==> src/rtl/run_sequencer.sv <==
// Program-run controller: init cycle, per-instruction PC advance, load stretching,
// halt/timeout detection and run cycle counting for the 9-bit core.
module run_sequencer #(
    parameter int unsigned      MEM_LAT    = 1,
    parameter int unsigned      CNT_W      = 16,
    parameter logic [CNT_W-1:0] MAX_CYCLES = 16'hFFFF
) (
    input  logic             Clk,
    input  logic             Reset,
    input  logic             Start,
    input  logic [8:0]       Instruction,
    input  logic             RegWrEnIn,
    input  logic             MemWrEnIn,
    output logic             PCInit,
    output logic             PCEn,
    output logic             RegWrEn,
    output logic             MemWrEn,
    output logic             Busy,
    output logic             Done,
    output logic             Timeout,
    output logic [CNT_W-1:0] CycleCount
);

    typedef enum logic [2:0] {
        S_IDLE,
        S_INIT,
        S_RUN,
        S_LDWAIT,
        S_DONE
    } state_t;

    localparam logic [2:0]       LAT        = 3'(MEM_LAT);
    localparam logic [CNT_W-1:0] LAST_CYCLE = MAX_CYCLES - 1'b1;

    state_t           state, state_next;
    logic [2:0]       wait_cnt, wait_next;
    logic [CNT_W-1:0] cycle_cnt;
    logic             done_q, timeout_q;
    logic             to_timeout;
    logic             halt, is_load, budget_hit, running;

    assign halt       = (Instruction == 9'h1FF);
    assign is_load    = (Instruction[8:4] == 5'b01000);
    assign budget_hit = (cycle_cnt == LAST_CYCLE);
    assign running    = (state == S_RUN) || (state == S_LDWAIT);

    // NOTE: every output of this block gets a default first so no path leaves a
    // signal unassigned, which would otherwise infer a latch.
    always_comb begin
        state_next = state;
        wait_next  = wait_cnt;
        to_timeout = 1'b0;
        PCEn       = 1'b0;
        RegWrEn    = 1'b0;
        MemWrEn    = 1'b0;
        case (state)
            S_IDLE: begin
                if (Start) state_next = S_INIT;
            end
            S_INIT: begin
                state_next = S_RUN;
            end
            S_RUN: begin
                if (halt) begin
                    state_next = S_DONE;
                end else if (budget_hit) begin
                    state_next = S_DONE;
                    to_timeout = 1'b1;
                end else if (is_load && (LAT != 3'd0)) begin
                    state_next = S_LDWAIT;
                    wait_next  = LAT;
                end else begin
                    PCEn    = 1'b1;
                    RegWrEn = RegWrEnIn;
                    MemWrEn = MemWrEnIn;
                end
            end
            S_LDWAIT: begin
                // The budget check wins over a load that would complete this cycle.
                if (budget_hit) begin
                    state_next = S_DONE;
                    to_timeout = 1'b1;
                end else if (wait_cnt == 3'd1) begin
                    state_next = S_RUN;
                    wait_next  = 3'd0;
                    PCEn       = 1'b1;
                    RegWrEn    = RegWrEnIn;
                end else begin
                    wait_next = wait_cnt - 3'd1;
                end
            end
            S_DONE: begin
                if (!Start) state_next = S_IDLE;
            end
            default: state_next = S_IDLE;
        endcase
    end

    // NOTE: state registers use non-blocking assignments so every flop samples the
    // pre-edge values; the asynchronous reset clears all of them, not just the state.
    always_ff @(posedge Clk or negedge Reset) begin
        if (!Reset) begin
            state     <= S_IDLE;
            wait_cnt  <= 3'd0;
            cycle_cnt <= '0;
            done_q    <= 1'b0;
            timeout_q <= 1'b0;
        end else begin
            state    <= state_next;
            wait_cnt <= wait_next;
            if (state == S_IDLE && Start) begin
                cycle_cnt <= '0;
                done_q    <= 1'b0;
                timeout_q <= 1'b0;
            end else if (running) begin
                if (cycle_cnt != '1) cycle_cnt <= cycle_cnt + 1'b1;
                if (state_next == S_DONE) begin
                    done_q    <= 1'b1;
                    timeout_q <= to_timeout;
                end
            end
        end
    end

    assign PCInit     = (state == S_INIT);
    assign Busy       = (state == S_INIT) || running;
    assign Done       = done_q;
    assign Timeout    = timeout_q;
    assign CycleCount = cycle_cnt;

endmodule

==> config.mk <==
export PLATFORM = sky130hd
export DESIGN_NAME = run_sequencer
export DESIGN_NICKNAME = d
export VERILOG_FILES = /design/src/rtl/run_sequencer.sv
export SDC_FILE = /design/constraint.sdc
export NUM_CORES = 1
export LEC_CHECK = 0
export BUFFER_PORTS_ARGS = -buffer_cell sky130_fd_sc_hd__buf_2
export CORE_MARGIN = 10
export CORE_UTILIZATION = 52
export CTS_BUF_LIST = sky130_fd_sc_hd__clkbuf_16
export DETAILED_ROUTE_END_ITERATION = 6
export PLACE_DENSITY_LB_ADDON = 0.08
export SLEW_MARGIN = 20
export SYNTH_ARGS = -nofsm -noshare
export SYNTH_HDL_FRONTEND = slang
export SYNTH_SLANG_ARGS = --single-unit
==> constraint.sdc <==
create_clock -name Clk -period 2.4 [get_ports Clk]
set_clock_uncertainty 0.2 [all_clocks]
set_input_delay 0.24 -clock Clk [delete_from_list [all_inputs] [get_ports Clk]]
set_output_delay 0.24 -clock Clk [all_outputs]
set_load 0.005 [all_outputs]
# ---- After elaboration in Yosys (flattened, before gate mapping)
# Index checks and enable logic that the tools add are counted.
dict set report totals {
  word_cells 74
  output_inout_bits 23
  register_bits 24
  inputBits 14
}
dict set report op_classes {
  mux 42
  add_sub_neg 2
  n_reduce_logical 11
  eq_ne 14
}
# op count
set ops {}
lappend ops {{16-bit 2-to-1 mux} 3}
lappend ops {{3-bit 2-to-1 mux} 12}
lappend ops {{1-bit 2-to-1 mux} 22}
lappend ops {{16-bit by 1-bit adder with 16-bit output, second input constant} 1}
lappend ops {{16-bit == test, second input constant} 1}
lappend ops {{16-bit != test, second input constant} 1}
lappend ops {{3-bit case mux with 5 select lines} 1}
lappend ops {{9-bit == test, second input constant} 1}
lappend ops {{2-bit != test, second input constant} 4}
lappend ops {{2-bit nonzero test} 4}
lappend ops {{3-bit by 1-bit == test with 1-bit output, second input constant} 2}
lappend ops {{3-bit by 2-bit == test with 1-bit output, second input constant} 2}
lappend ops {{3-bit == test, second input constant} 2}
lappend ops {{1-bit case mux with 2 select lines} 3}
lappend ops {{3-bit case mux with 2 select lines} 1}
lappend ops {{5-bit by 4-bit == test with 1-bit output, second input constant} 1}
lappend ops {{5-bit AND reduction} 1}
lappend ops {{2-bit AND reduction} 2}
lappend ops {{3-bit logical NOT} 1}
lappend ops {{3-bit by 1-bit subtractor with 3-bit output, second input constant} 1}
lappend ops {{1-bit logical OR} 2}
lappend ops {{1-bit logical AND} 1}

# ---- Longest topological paths before layout
# Gate-level depths: netlist of run 1.
dict set report depth {
  ltp_word 9
  ltp_mapped 7
  ltp_nobuf 6
}

# ---- Least setup slack after synthesis of run 1
# No wires, ideal clock.
dict set report synth_timing {
  path_kind {flip-flop to output port}
  start {register cycle_cnt[4] (netlist: CycleCount[4])}
  end {output MemWrEn}
  t_required_ns 1.960
  n_path_buf 0
  t_arrival_ns 1.412
  slack_ns 0.548
  stages_incl_launch_ff 5
  cell_sequence {dfrtp_1 and4_4 nand4_2 nor3_1 and3b_1}
}
dict set report synth_between {
  elab_chain_len 4
}
# element line
set synth_rtl {}
lappend synth_rtl {{start, declared} 37} ;# logic [CNT_W-1:0] cycle_cnt;
lappend synth_rtl {{start signal, assigned} 116} ;# if (cycle_cnt != '1) cycle_cnt <= cycle_cnt + 1'b1;
lappend synth_rtl {{16-bit == test} 44} ;# assign budget_hit = (cycle_cnt == LAST_CYCLE);
lappend synth_rtl {{1-bit 2-to-1 mux} 66} ;# end else if (budget_hit) begin
lappend synth_rtl {{1-bit 2-to-1 mux} 64} ;# if (halt) begin
lappend synth_rtl {{1-bit 2-to-1 mux} 56} ;# case (state)
lappend synth_rtl {{end, declared} 17} ;# output logic MemWrEn,
# Every way passes these cells.

# ---- Final worst setup path of run 1
dict set report layout_timing {
  start {register cycle_cnt[0] (netlist: CycleCount[0])}
  end {output MemWrEn}
}
# Same word-level chain as after synthesis.

==> results of run 1 <==
power groups by stage:
stage                     sequential, uW  clock, uW  combinational (uW)
after detailed placement             726          0                 521
final                                723        353                 512
after global placement               714          0                 509
after floorplan                      692          0                 317
after CTS                            721        362                 525
after global routing                 754        373                 596
worst max-delay path, delay by kind of cell, from the launching register on:
family	cells	cell delay (ns)
adders and majority gates	1	0.17
DFF	1	0.44
buffers and inverters	3	0.38
and+or+nand+nor	3	0.60
metal layers:
| metal | GRT usage, % | vias up |
|---|---|---|
| met4 | 3.23 | 0 |
| met2 | 21.1 | 36 |
| li1 | - | 628 |
| met3 | 4.76 | 4 |
| met5 | 0 | - |
| met1 | 16.8 | 572 |
cells by family (layout without fill, tap and decap cells):
kind of cell	Yosys count	in the layout
AND/OR/NAND/NOR	71	71
XOR/XNOR	7	7
multiplexers	4	4
buffers and inverters	12	50
adder cells (fa/ha/maj)	4	4
AO/OA/AOI/OAI	29	29
flip-flops	24	24
repair_timing:
| action | in CTS | in global routing |
|---|---|---|
| hold buffers | 1 | 0 |
| endpoints found under the setup margin | 0 | 0 |
| hold endpoints to repair | 24 | 0 |
cells in the final DEF (no fill, tap or decap), drive strengths merged, types with 2 or more instances in the layout:
| cell type | instances |
|---|---|
| nor3b | 2 |
| a211oi | 3 |
| a21oi | 7 |
| xnor2 | 4 |
| nor2 | 14 |
| xor2 | 3 |
| nor3 | 8 |
| dfrtp | 24 |
| and4 | 4 |
| nand4 | 7 |
| nand2 | 10 |
| mux2 | 2 |
| and3b | 2 |
| buf | 39 |
| inv | 7 |
| nor2b | 3 |
| and3 | 4 |
| clkbuf | 3 |
| nand3 | 10 |
| mux2i | 2 |
| ha | 4 |
| o21ai | 10 |
registers in the layout, indices dropped and copies added, names as in the netlist:
signal	flops
CycleCount	16
state	3
wait_cnt	3
Done	1
Timeout	1
final cells by class:
type | count | area (sq um)
fillers | 198 | 817
multi-input cells | 115 | 776
flip-flops and latches | 24 | 601
repair buffers | 40 | 213
clock buffers | 3 | 75.1
well taps | 30 | 37.5
inverters | 7 | 26.3
worst paths after layout:
check	start	to	slack, ns	depth (start not counted)
setup / recovery	CycleCount[0]	MemWrEn	0.10	7
min in group asynchronous	Reset	CycleCount[5]	0.30	2
hold reg to reg	wait_cnt[1]	wait_cnt[1]	0.28	1
setup reg to reg	CycleCount[0]	wait_cnt[0]	0.45	6
max in group asynchronous	Reset	CycleCount[14]	1.34	2
hold / removal	Start	state[2]	0.03	3
per-stage QoR:
stage,instances,area (sq um),util (%)
finish,219,1730,67.9
global route,219,1730,67.9
detailed placement,215,1640,64.6
CTS,219,1730,67.9
global placement,215,1640,64.6
floorplan,151,1420,-
==> impl_results.md, run 1 <==
* Die ar. at ~0.0052 sq mm
* Layout cells sized above 1 at between 20% and 30%
* Placer Congestion at between 0.7 and 0.8
* Row cnt at 18
* Synth Flop Type: dfrtp_1
* Met1 Wirelength at 1.57 mm
* Distinct cells, synth at 43
* First-pass GRT wire length at 5.84 mm
* Final Setup Violations at 0
* Simple-gate share of the synthesized area at 29.5%
* Clk pin slew, worst setup/hold paths at ~0.06 ns
* Initial antenna violation count at 0
* Port buffer count at 36
* Comb power frac at ~32%
* Final hold slack at 0.0312 ns
* Worst-Skew Late Latency at 0.25 ns
* TritonRoute pass-1 iters at 4
* Pwr dens at 919 mW/mm^2
* RSZ-0062 raised after global routing: false
* Critical-path cell list: inv_1 > ha_1 > nand4_2 > nor3_1 > buf_4 > and3b_1 > buf_2
* Post-CTS Setup Bufs at 0
* TNS Setup at 0 ns
* Seq cells post-synth at 24
* PnR worst setup slack at 0.100 ns
* Setup crit end kind: output pin
* Final period utilization at ~96%
* Number of global-route vias before repair at between 1k and 1.5k
* Routed length per instance at between 15 and 20 um
* Clock sinks at 24
* Main combinational cell family by area after synthesis: simple AND/OR/NAND/NOR gates
* Worst Max-Slew Pin Slew at between 0.5 and 0.6 ns
* Max-Cap Viols at 0
* Max frequency at approximately 430 MHz
* Met2 wire len at around 1.5 mm
* Status: finished clean
* Sw frac at around 36%
* Worst Hold Class: in -> reg
* Post-synth top cells: dfrtp_1, nor2_1, nand2_1, nand3_1, o21ai_0
* Avg Cell Area, Syn at 9.42 sq um
* Post-Synth Adder-Cell Area at 3.52%
* CP Data Required Time at around 2.0 ns
* Clock share of power at roughly 22%
* Initial DRC count at 93
* Area Overhead vs Synth at 21.5%
* Multiplexer area fraction after synthesis at 2.99%
* Core area at ~0.0025 sq mm
* Routed met3 length at between 200 and 300 um
* Slew Limit Headroom at ~64%
* Sequential element share of the synthesized area at between 40% and 50%
* CP Launch Type: flop
* Async SR Flop Fraction at 100%
* Synth top area share at a little over two fifths
* Top post-synthesis cells by area: dfrtp_1, nor2_1, ha_1
* Largest area contributor in the netlist: dfrtp_1
* Resize count post-CTS at 0
* Mapped Cells at 151
* Dpl hpwl at between 2 and 3 mm
* Hold Fails Final Rpt at 0
* Post-synth EDFFs at 0
* DR top layer: met4
* Largest net degree at the start of global routing at 25
* CTS tree: done
* Mapped Nets at 169
* Peak supply drop at slightly above 0.6 mV
* Post-synthesis xor/xnor area fraction at 4.31%
* Crit path kind: reg -> out
* Pre-CTS setup slack at 0.428 ns
* Power Total at about 1600 uW
* Synthesis Warnings at 0
* Synthesized area at approximately 0.0014 sq mm
* Power Internal at 1010 uW
* Die extent in x at roughly 72 um
* Total grt overflow at 0
* Share of power burned in registers at between 40% and 50%
* Max FO, Critical Path at 7
* Final #Nets at between 200 and 250
* P_sw at 574 uW
* Vias/cell at 5.66
* P_leak at just over 0.0008 uW
* Bufs on Longest Clock Path at 2
* Post-synthesis compound-gate area fraction at between 10 and 15%
* Slew Limit Fails at 0
* I/O Pins at 37
* Period minus WS final at ~2.3 ns
* Num CTS Buffers at 3
* Post-route ant nets at 0
* Total GRT Usage at about an eighth
* Slowest stage delay, CP at between 0.4 and 0.5 ns
* H-tree levels at 1
* Worst Path Arrival at approximately 1.9 ns
* Via count at 1,240
* Antenna diode count at 0
* # DRC at 0
* Worst path slowest cell: dfrtp_1
* Initial Utilization at a little under three fifths
* Most frequent cell after synthesis: dfrtp_1
* Die H at approximately 72 um
* Root buf cell: clkbuf_16
* Drt total wl at approximately 3.3 mm
(Power assumes the default switching activity.)
==> run 2, diff against run 1 <==
--- a/config.mk
+++ b/config.mk
@@ -6,11 +6,11 @@
 export NUM_CORES = 1
 export LEC_CHECK = 0
 export BUFFER_PORTS_ARGS = -buffer_cell sky130_fd_sc_hd__buf_2
-export CORE_MARGIN = 10
 export CORE_UTILIZATION = 52
 export CTS_BUF_LIST = sky130_fd_sc_hd__clkbuf_16
 export DETAILED_ROUTE_END_ITERATION = 6
 export PLACE_DENSITY_LB_ADDON = 0.08
+export SKIP_CTS_REPAIR_TIMING = 1
 export SLEW_MARGIN = 20
 export SYNTH_ARGS = -nofsm -noshare
 export SYNTH_HDL_FRONTEND = slang
==> run 2 against run 1 <==
Effect of this change: worst setup slack gained 0.12 ns; largest cell class unchanged; global-route usage grew 10 points; critical path depth is the same; sequential power is essentially flat.
==> impl_results.md, run 2 (synthesis results as in run 1) <==
* Status: finished clean (unchanged)
* Num CTS Buffers at 3 (unchanged)
* Period minus WS final at 2.18 ns (was 2.30 ns)
* Hold Fails Final Rpt at 0 (unchanged)
* Dpl hpwl at 2.29 mm (was 2.55 mm)
* H-tree levels at 1 (unchanged)
* Die H at 54.3 um (was 72.3 um)
* Layout Cell Area excl Fill at 0.00173 sq mm (unchanged)
* Clk pin slew, worst setup/hold paths at 0.06 ns (about the same)
* TritonRoute pass-1 iters at 4 (unchanged)
* P_leak at 0.000826 uW (unchanged)
* Final Setup Violations at 0 (unchanged)
* Die ar. at 0.00295 sq mm (was 0.00523 sq mm)
* Initial DRC count at 19 (was 93)
* Placer Congestion at 0.806 (was 0.797)
* Port buffer count at 36 (unchanged)
* Max-Cap Viols at 0 (unchanged)
* Worst Max-Slew Pin Slew at 0.512 ns (was 0.535 ns)
* Number of global-route vias before repair at 1,089 (was 1,297)
* Max FFs per register at 16 (unchanged)
* Final period utilization at 90.7% (was 95.8%)
* # DRC at 0 (unchanged)
* Peak supply drop at 0.722 mV (was 0.613 mV)
* Slew Limit Headroom at 65.8% (was 64.4%)
* CP Data Required Time at 1.96 ns (about the same)
* Vias/cell at 5.77 (was 5.66)
* RR Endpoint: wait_cnt[0] (unchanged)
* Commonest cells after routing, fill and taps aside: buf_2, dfrtp_1, nor2_1 (unchanged)
* Max FO, Critical Path at 7 (unchanged)
* Clock sinks at 24 (unchanged)
* I/O Pins at 37 (unchanged)
* Post-route ant nets at 0 (unchanged)
* Final hold slack at 0.0505 ns (was 0.0312 ns)
* Crit path kind: reg -> out (unchanged)
* Total grt overflow at 0 (unchanged)
* Root buf cell: clkbuf_16 (unchanged)
* Antenna diode count at 0 (unchanged)
* Pwr dens at 912 mW/mm^2 (was 919 mW/mm^2)
* Layout cells sized above 1 at 26.5% (unchanged)
* Via count at 1,264 (was 1,240)
* Max frequency at 459 MHz (was 435 MHz)
* Worst Hold Class: in -> reg (unchanged)
* R2r setup slk at 0.46 ns (was 0.45 ns)
* Largest net degree at the start of global routing at 25 (unchanged)
* Core area at 0.00252 sq mm (was 0.00254 sq mm)
* Bufs on Longest Clock Path at 2 (unchanged)
* CTS tree: done (unchanged)
* CP endpoint: MemWrEn (unchanged)
* Area Overhead vs Synth at 21.5% (unchanged)
* Initial Utilization at 56.4% (was 55.9%)
* Worst Path Arrival at 1.74 ns (was 1.86 ns)
* Most common cell after layout, fill and taps aside: buf_2 (unchanged)
* Initial antenna violation count at 0 (unchanged)
* RSZ-0062 raised after global routing: false (unchanged)
* Die extent in x at 54.3 um (was 72.3 um)
* TNS Setup at 0 ns (unchanged)
* FF-to-FF path depth at 5 (was 6)
* Setup crit end kind: output pin (unchanged)
* Placed Area at 0.00164 sq mm (unchanged)
* Drt total wl at 3.08 mm (was 3.34 mm)
* Critical path origin: CycleCount[0] (unchanged)
* Row cnt at 18 (unchanged)
* Power Total at 1580 uW (was 1590 uW)
* Routed length per instance at 14.1 um (was 15.3 um)
* CP Launch Type: flop (unchanged)
* First-pass GRT wire length at 4.98 mm (was 5.84 mm)
* Slew Limit Fails at 0 (unchanged)
* Worst-Skew Late Latency at 0.25 ns (about the same)
* Final #Nets at 209 (unchanged)
* Total GRT Usage at 23.7% (was 13.3%)
* Fill count at 213 (was 198)
* Reg-to-reg startpoint: CycleCount[8] (was CycleCount[0])
[run 2: worst max-delay path, cell delays in order, from the launching register on]
cell and delay, ns:
dfrtp_1 0.43, inv_1 0.08, ha_1 0.16, nand4_2 0.13, nor3_1 0.22, buf_4 0.17, and3b_1 0.17, buf_2 0.12
[run 2: area by class of cell]
class	instances	area [sq um]	share of cell area, %
Tap cell	30	37.5	2.17
Multi-Input combinational cell	115	776	44.9
Timing Repair Buffer	40	213	12.3
Clock buffer	3	75.1	4.34
Sequential cell	24	601	34.8
Inverter	7	26.3	1.52
[run 2: worst min-delay path by stage]
stage	from	end	depth (start not counted)	slack, ns
after floorplan	Reset	CycleCount[0]	0	-0.26
after global placement	Reset	CycleCount[10]	1	0.04
after detailed placement	Reset	CycleCount[10]	1	0.05
after CTS	Reset	CycleCount[10]	1	-0.22
after global routing	Start	state[2]	3	0.08
final	Start	state[2]	3	0.05
[run 2: power by group]
part	switching, uW	internal [uW]
Clock	125	220
Combinational	248	260
Sequential	191	533
Total	563	1010
[run 2: per-layer routing]
| layer | GRT usage, % | vias up | routed length (um) |
|---|---|---|---|
| met3 | 3.61 | 2 | 86 |
| li1 | - | 631 | - |
| met1 | 33.6 | 610 | 1490 |
| met4 | 10.3 | 0 | 17 |
| met2 | 35.6 | 21 | 1490 |
| met5 | 0 | - | 0 |
[run 2: through the flow]
stage / worst slack [ns] / utilization (%) / instances
after floorplan: 0.548 / - / 151
after global placement: 0.494 / 65.1 / 215
after detailed placement: 0.431 / 65.1 / 215
after CTS: 0.210 / 68.1 / 218
after global routing: 0.0917 / 68.5 / 219
final: 0.223 / 68.5 / 219
